File: config.mk
export PLATFORM = sky130hd
export DESIGN_NAME = m68k_bus_arbiter
export DESIGN_NICKNAME = d
export VERILOG_FILES = /design/src/rtl/m68k_arb_pkg.sv /design/src/rtl/rr_picker.sv /design/src/rtl/m68k_bus_arbiter.sv
export SDC_FILE = /design/constraint.sdc
export NUM_CORES = 1
export LEC_CHECK = 0
export ABC_AREA = 1
export CAP_MARGIN = 20
export CORE_MARGIN = 10
export CORE_UTILIZATION = 52
export DETAILED_ROUTE_END_ITERATION = 8
export PLACE_DENSITY = 0.72
export SKIP_CTS_REPAIR_TIMING = 1
export SLEW_MARGIN = 40
export SYNTH_ARGS = -nofsm -noshare
export SYNTH_HDL_FRONTEND = slang
export SYNTH_HIERARCHICAL = 1
export SYNTH_SLANG_ARGS = --single-unit
File: constraint.sdc
create_clock -name CLK_24M -period 2.1 [get_ports CLK_24M]
set_input_delay 0.63 -clock CLK_24M [delete_from_list [all_inputs] [get_ports CLK_24M]]
set_output_delay 0.63 -clock CLK_24M [all_outputs]
set_load 0.05 [all_outputs]
File: src/rtl/m68k_arb_pkg.sv
// Shared widths and state encoding for the 68000 bus arbiter.
package m68k_arb_pkg;

  localparam int unsigned HOLD_W  = 16;
  localparam int unsigned GUARD_W = 4;

  typedef logic [1:0] arb_state_t;

  localparam arb_state_t StIdle    = 2'd0;
  localparam arb_state_t StRequest = 2'd1;
  localparam arb_state_t StOwn     = 2'd2;
  localparam arb_state_t StRelease = 2'd3;

endpackage

File: src/rtl/rr_picker.sv
// Round-robin picker: first set request at or above ptr, wrapping to bit 0.
module rr_picker #(
  parameter int unsigned NUM_REQ = 2,
  parameter int unsigned IDX_W   = 1
) (
  input  logic [NUM_REQ-1:0] req,
  input  logic [IDX_W-1:0]   ptr,
  output logic [NUM_REQ-1:0] winner,
  output logic [IDX_W-1:0]   winner_idx
);

  logic        found;
  int unsigned cand;

  always_comb begin
    winner     = '0;
    winner_idx = '0;
    found      = 1'b0;
    cand       = 0;
    for (int unsigned i = 0; i < NUM_REQ; i++) begin
      cand = (32'(ptr) + i) % NUM_REQ;
      if (!found && req[cand]) begin
        winner[cand] = 1'b1;
        winner_idx   = IDX_W'(cand);
        found        = 1'b1;
      end
    end
  end

endmodule

File: src/rtl/m68k_bus_arbiter.sv
// BR/BG/BGACK handshake toward the 68000 plus round-robin grant to secondary masters.
module m68k_bus_arbiter
  import m68k_arb_pkg::*;
#(
  parameter int unsigned NUM_REQ  = 2,
  parameter int unsigned MAX_HOLD = 256,
  parameter int unsigned GUARD    = 1
) (
  input  logic               CLK_24M,
  input  logic               RESET,
  input  logic               M68K_CLKEN,
  input  logic               nAS,
  input  logic               nBG,
  output logic               nBR,
  output logic               nBGACK,
  input  logic [NUM_REQ-1:0] REQ,
  output logic [NUM_REQ-1:0] GNT,
  output logic               BUS_OWNED
);

  localparam int unsigned IdxW = (NUM_REQ > 1) ? $clog2(NUM_REQ) : 1;
  localparam logic [HOLD_W-1:0]  HoldLast  = HOLD_W'((MAX_HOLD == 0) ? 0 : MAX_HOLD - 1);
  localparam logic [GUARD_W-1:0] GuardLast = GUARD_W'(GUARD - 1);
  localparam logic [IdxW-1:0]    IdxLast   = IdxW'(NUM_REQ - 1);

  arb_state_t          state_q, state_d;
  logic [IdxW-1:0]     ptr_q, ptr_d;
  logic [HOLD_W-1:0]   hold_q, hold_d;
  logic [GUARD_W-1:0]  guard_q, guard_d;
  logic [NUM_REQ-1:0]  gnt_q, gnt_d;
  logic                nbr_q, nbr_d;
  logic                nbgack_q, nbgack_d;
  logic                owned_q, owned_d;

  logic [NUM_REQ-1:0]  pick_onehot;
  logic [IdxW-1:0]     pick_idx;
  logic                winner_done;
  logic                hold_expired;

  rr_picker #(
    .NUM_REQ (NUM_REQ),
    .IDX_W   (IdxW)
  ) u_picker (
    .req        (REQ),
    .ptr        (ptr_q),
    .winner     (pick_onehot),
    .winner_idx (pick_idx)
  );

  // gnt_q holds the winner one-hot for the whole tenure, so it doubles as the winner mask.
  assign winner_done  = ~|(REQ & gnt_q);
  assign hold_expired = (MAX_HOLD != 0) && (hold_q == HoldLast);

  always_comb begin
    state_d  = state_q;
    ptr_d    = ptr_q;
    hold_d   = hold_q;
    guard_d  = guard_q;
    gnt_d    = gnt_q;
    nbr_d    = nbr_q;
    nbgack_d = nbgack_q;
    owned_d  = owned_q;
    case (state_q)
      StIdle: begin
        if (|REQ) begin
          state_d = StRequest;
          nbr_d   = 1'b0;
        end
      end
      StRequest: begin
        if (REQ == '0) begin
          state_d = StIdle;
          nbr_d   = 1'b1;
        end else if (!nBG && nAS) begin
          state_d  = StOwn;
          nbr_d    = 1'b1;
          nbgack_d = 1'b0;
          owned_d  = 1'b1;
          gnt_d    = pick_onehot;
          ptr_d    = (pick_idx == IdxLast) ? '0 : pick_idx + IdxW'(1);
          hold_d   = '0;
        end
      end
      StOwn: begin
        if (hold_q != '1) hold_d = hold_q + HOLD_W'(1);
        if (winner_done || hold_expired) begin
          state_d = StRelease;
          gnt_d   = '0;
          guard_d = '0;
        end
      end
      StRelease: begin
        if (guard_q == GuardLast) begin
          state_d  = StIdle;
          nbgack_d = 1'b1;
          owned_d  = 1'b0;
        end else begin
          guard_d = guard_q + GUARD_W'(1);
        end
      end
      default: state_d = StIdle;
    endcase
  end

  always_ff @(posedge CLK_24M) begin
    if (RESET) begin
      state_q  <= StIdle;
      ptr_q    <= '0;
      hold_q   <= '0;
      guard_q  <= '0;
      gnt_q    <= '0;
      nbr_q    <= 1'b1;
      nbgack_q <= 1'b1;
      owned_q  <= 1'b0;
    end else if (M68K_CLKEN) begin
      state_q  <= state_d;
      ptr_q    <= ptr_d;
      hold_q   <= hold_d;
      guard_q  <= guard_d;
      gnt_q    <= gnt_d;
      nbr_q    <= nbr_d;
      nbgack_q <= nbgack_d;
      owned_q  <= owned_d;
    end
  end

  assign nBR       = nbr_q;
  assign nBGACK    = nbgack_q;
  assign GNT       = gnt_q;
  assign BUS_OWNED = owned_q;

endmodule
## Word level (Yosys, flattened, before mapping)

Cells that the tools add are included.

- Flip-flop bits (word level): 28
- Word-level logic and storage cells: 98
- Input bits: 7
- Output and inout port bits: 5

- Order comparisons: 4
- Bitwise gates (word level): 3
- $add $sub $neg: 4
- Reduce and logical (&&, ||, !) cells: 24
- Equality and inequality tests: 13
- Muxes and demuxes: 42

Operator list:

| kind | count |
|---|---|
| $mux 16 | 3 |
| $pmux 16 s2 | 1 |
| $mux 2 | 10 |
| $reduce_and 5->1 | 4 |
| $mux 1 | 18 |
| $add 16x1->16 const B | 1 |
| $eq 16x8->1 const B | 1 |
| $ne 16x16->1 const B | 1 |
| $ne 2x2->1 const B | 7 |
| $reduce_and 4->1 | 3 |
| $mux 4 | 2 |
| $pmux 2 s4 | 1 |
| $pmux 4 s2 | 1 |
| $reduce_bool 2->1 | 4 |
| $pmux 1 s2 | 3 |
| $add 4x1->4 const B | 1 |
| $eq 2x2->1 const B | 2 |
| $logic_and 1x1->1 | 4 |
| $logic_not 2->1 | 2 |
| $logic_not 4->1 | 1 |
| $lt 1x2->1 const B | 2 |
| $pmux 2 s2 | 1 |
| $reduce_or 2->1 | 2 |
| $logic_not 1->1 | 3 |
| 9 further kinds | 12 |

## Longest topological paths before layout

- Word-level depth: 10
- Mapped depth: 12
- Mapped depth without buffers: 12

## Cells and area by module

Netlist, hierarchy kept.

Modules (own cells, without submodules):

| module | seq. area each (um2) | area an instance (um2) | instances | cells each |
|---|---|---|---|---|
| m68k_bus_arbiter | 560.5 | 1745.4 | 1 | 283 |
| rr_picker | 0.0 | 28.8 | 1 | 5 |

## Worst setup path before layout

OpenSTA, ideal clock, no wires.

- Path kind: input-to-reg
- Start point: in nAS
- End point: reg hold_q[13]
- Setup time: 0.115 ns
- Setup slack: 0.474 ns
- Required time: 1.985 ns
- Data arrival time: 1.511 ns
- Stages on the path: 9
- Path buffers: 2
- Path through: inv_1 > nor2_1 > nand2_1 > o21ai_2 > nand3_2 > buf_6 > buf_6 > a31oi_1 > nor2_1

- Word-level cells in the longest chain between the ends: 3

RTL lines:

| element | RTL line | text |
|---|---|---|
| start, declared | m68k_bus_arbiter.sv:12 | `input logic nAS,` |
| $logic_and 1x1->1 | m68k_bus_arbiter.sv:74 | `end else if (!nBG && nAS) begin` |
| $ne 2x2->1 (no line) | n/a |  |
| $reduce_and 5->1 (no line) | n/a |  |
| end signal, assigned | m68k_bus_arbiter.sv:118 | `hold_q <= hold_d;` |
| end, declared | m68k_bus_arbiter.sv:28 | `logic [HOLD_W-1:0] hold_q, hold_d;` |

Every way passes these cells.
A chain may end at the register's enable or synchronous reset.

## Final worst setup path

- Start point: in REQ[0]
- End point: reg hold_q[12]

- Word-level cells in the longest chain between the ends: 3

RTL lines:

| element | RTL line | text |
|---|---|---|
| start, declared | m68k_bus_arbiter.sv:16 | `input logic [NUM_REQ-1:0] REQ,` |
| $logic_not 2->1 | m68k_bus_arbiter.sv:71 | `if (REQ == '0) begin` |
| $ne 2x2->1 (no line) | n/a |  |
| $reduce_and 5->1 (no line) | n/a |  |

Every way passes these cells.

==> results.sh <==
export IMPL_outcome="finished clean"
export IMPL_root_buffer="clkbuf_4"
export IMPL_cp_start_kind="input port"
export IMPL_setup_slack_ns=0.3297
export IMPL_finalPower_mw=1.113
export IMPL_synth_cell_types=30
export IMPL_io_buffers=11
export IMPL_seq_power_share_pct=50.7
export IMPL_synth_seq_area_share_pct=31.59
export IMPL_comb_power_share_pct=16.7
export IMPL_utilization_pct=60.92
export IMPL_min_period_ns=1.770
export IMPL_final_area_mm2=0.002017
export IMPL_wire_per_inst_um=10.72
export IMPL_rsz0062_at_grt="no"
export IMPL_grt_pass1_wl_um=6686
export IMPL_dieArea_mm2=0.006148
export IMPL_layout_nets=316
export IMPL_fin_cells=351
export IMPL_finalSetupViolations=0
export IMPL_cp_max_fo=29
export IMPL_power_switching_mw=0.3002
export IMPL_finalCritPeriodShare_pct=84.30
export IMPL_drt_total_wl_um=3762
export IMPL_areaGrowthSynthToFinish_pct=13.68
export IMPL_viasPerCell=4.860
export IMPL_cts_max_level=1
export IMPL_drv_cap=0
export IMPL_switching_share_pct=26.97
export IMPL_routabilityCongestion=0.8443
export IMPL_synth_top_flop_cell="dfxtp_1"
export IMPL_dpl_worst_slack_ns=-0.01424
export IMPL_worst_setup_path_type="in -> reg"
export IMPL_clockPowerShare_pct=32.6
export IMPL_synth_avg_cell_area_um2=6.160
export IMPL_drive_gt1_share_pct=11.15
export IMPL_leakage_nw=0.9153
export IMPL_dp_hpwl_um=2795
export IMPL_clockBufferDepth=2
export IMPL_dr_pass1_iters=4
export IMPL_whs_ns=0.4813
export IMPL_layout_commonest_cell="nand2_1"
export IMPL_synth_seq_cells=28
export IMPL_slew_headroom_pct=74.06
export IMPL_grt_ovfl_total=0
export IMPL_async_reset_ff_share_pct=0
export IMPL_crit_start="REQ[0]"
export IMPL_p_per_area_mw_per_mm2=551.8
export IMPL_postRouteAntennaNets=0
export IMPL_dpl_cell_count=347
export IMPL_drcViolationCount=0
export IMPL_dieWidth_um=78.41
export IMPL_clk_pin_slew_worst_paths_ns=0.16
export IMPL_hp_class="reg -> reg"
export IMPL_slew_violations=0
export IMPL_grt_antenna_before_repair=0
export IMPL_seqCellArea_um2=560.5
export IMPL_drtIter0Drc=123
export IMPL_num_antenna_cells=0
export IMPL_multi_input_area_um2=962.2
export IMPL_num_rows=21
export IMPL_grt_max_degree=30
export IMPL_finalHoldViolCount=0
export IMPL_start_util_pct=53.59
export IMPL_nFillCells=330
export IMPL_finalSetupTns_ns=0
export IMPL_rrSetupSlack_ns=0.34
export IMPL_num_vias=1706
export IMPL_yosysWarningCount=6
export IMPL_r2r_start="hold_q[0]$_SDFFE_PP0P_"
export IMPL_numCtsBuffers=3
export IMPL_clock_sinks=28
export IMPL_syn_area_mm2=0.001774
export IMPL_finClkSkew_ns=0.005883
export IMPL_synthCells=288
export IMPL_ir_drop_mv=0.3713
export IMPL_clock_latency_ns=0.34
export IMPL_die_h_um=78.41
export IMPL_cts_tree="yes"
export IMPL_synth_fp_nets=298
export IMPL_maxClockFrequency_mhz=564.9
export IMPL_track_usage_pct=12.75
export IMPL_min_from="BUS_OWNED$_SDFFE_PP0P_"
export IMPL_io_pins=12
export IMPL_grt_pass1_vias=1559
export IMPL_worst_pin_slew_ns=0.3881
export IMPL_placed_area_mm2=0.001964
export IMPL_final_cell_mix="nand2_1 (63), inv_1 (48), nor2_1 (48), dfxtp_1 (28), o21ai_0 (20)"
export IMPL_required_ns=2.39
export IMPL_cp_end_kind="register"
export IMPL_synth_edf_count=0
export IMPL_crit_arrival_ns=2.06
export IMPL_fp_coreArea_mm2=0.003311
export IMPL_intPower_mw=0.8127
## cells in the mapped netlist, types with 2 or more instances
cell type	number	area share (%)
o21bai_1	7	3.0
nand3_2	2	1.1
a21oi_1	14	3.9
ha_1	3	2.1
dfxtp_1	28	32
o21ai_1	3	0.85
nor2_1	48	10
inv_2	5	1.1
nand4_1	7	2.5
nand3_1	16	4.5
o211ai_1	2	0.85
buf_6	2	1.3
o21ai_0	20	5.6
inv_1	48	10
xor2_1	2	0.99
nor2_2	3	1.1
buf_2	3	0.85
nand2_1	63	13
## cells by family (layout without fill, tap and decap cells)
group / after synthesis / after routing / synth area share (%)
flops: 28 / 28 / 31.59
xor+xnor: 2 / 2 / 0.9875
fa+ha+maj: 3 / 3 / 2.116
buf+inv: 61 / 78 / 14.17
compound gates: 51 / 51 / 16.57
simple gates: 143 / 143 / 34.56
## cell type report
type                            instances  area share, %
Clock inverter                          1          1.489
Sequential cell                        28          27.79
Tap cell                               46          2.854
Timing Repair Buffer                   21          9.181
Inverter                               53          9.864
Clock buffer                            3          1.117
Multi-Input combinational cell        199          47.70
## worst max-delay path, stage by stage
cell             delay (ns)
clkdlybuf4s50_1        0.54
nor2_1                 0.07
nor2_1                 0.08
nand2_1                0.09
o21ai_2                0.08
nand3_2                0.11
buf_12                 0.17
o21ai_0                0.16
inv_1                  0.05
nor2_1                 0.07
## metal layers
layer / part of all wire [%] / GRT usage [%]
met3: 3.0 / 3.189
met2: 47 / 21.63
met4: 0.64 / 3.226
met5: 0 / 0
met1: 49 / 15.71
## power groups by stage
stage               clock (mW)  sequential [mW]  combinational [mW]
floorplan                    0            0.590               0.117
global placement             0            0.575               0.184
detailed placement           0            0.575               0.186
CTS                      0.375            0.564               0.187
global route             0.393            0.567               0.209
finish                   0.363            0.564               0.186
## final timing paths
path / end / depth (start not counted)
worst max-delay path: hold_q[12]$_SDFFE_PP0P_ / 10
worst min-delay path: BUS_OWNED$_SDFFE_PP0P_ / 2
worst max register to register: guard_q[1]$_SDFFE_PP0P_ / 8
worst min register to register: BUS_OWNED$_SDFFE_PP0P_ / 2
## registers in the layout (all words and copies together), names as in the netlist, named ones only
signal	cells
ptr_q	1
nBR	1
state_q	1
hold_q	16
BUS_OWNED	1
guard_q	4
nBGACK	1
GNT	2
No activity file was read; power rests on OpenSTA's default activity.
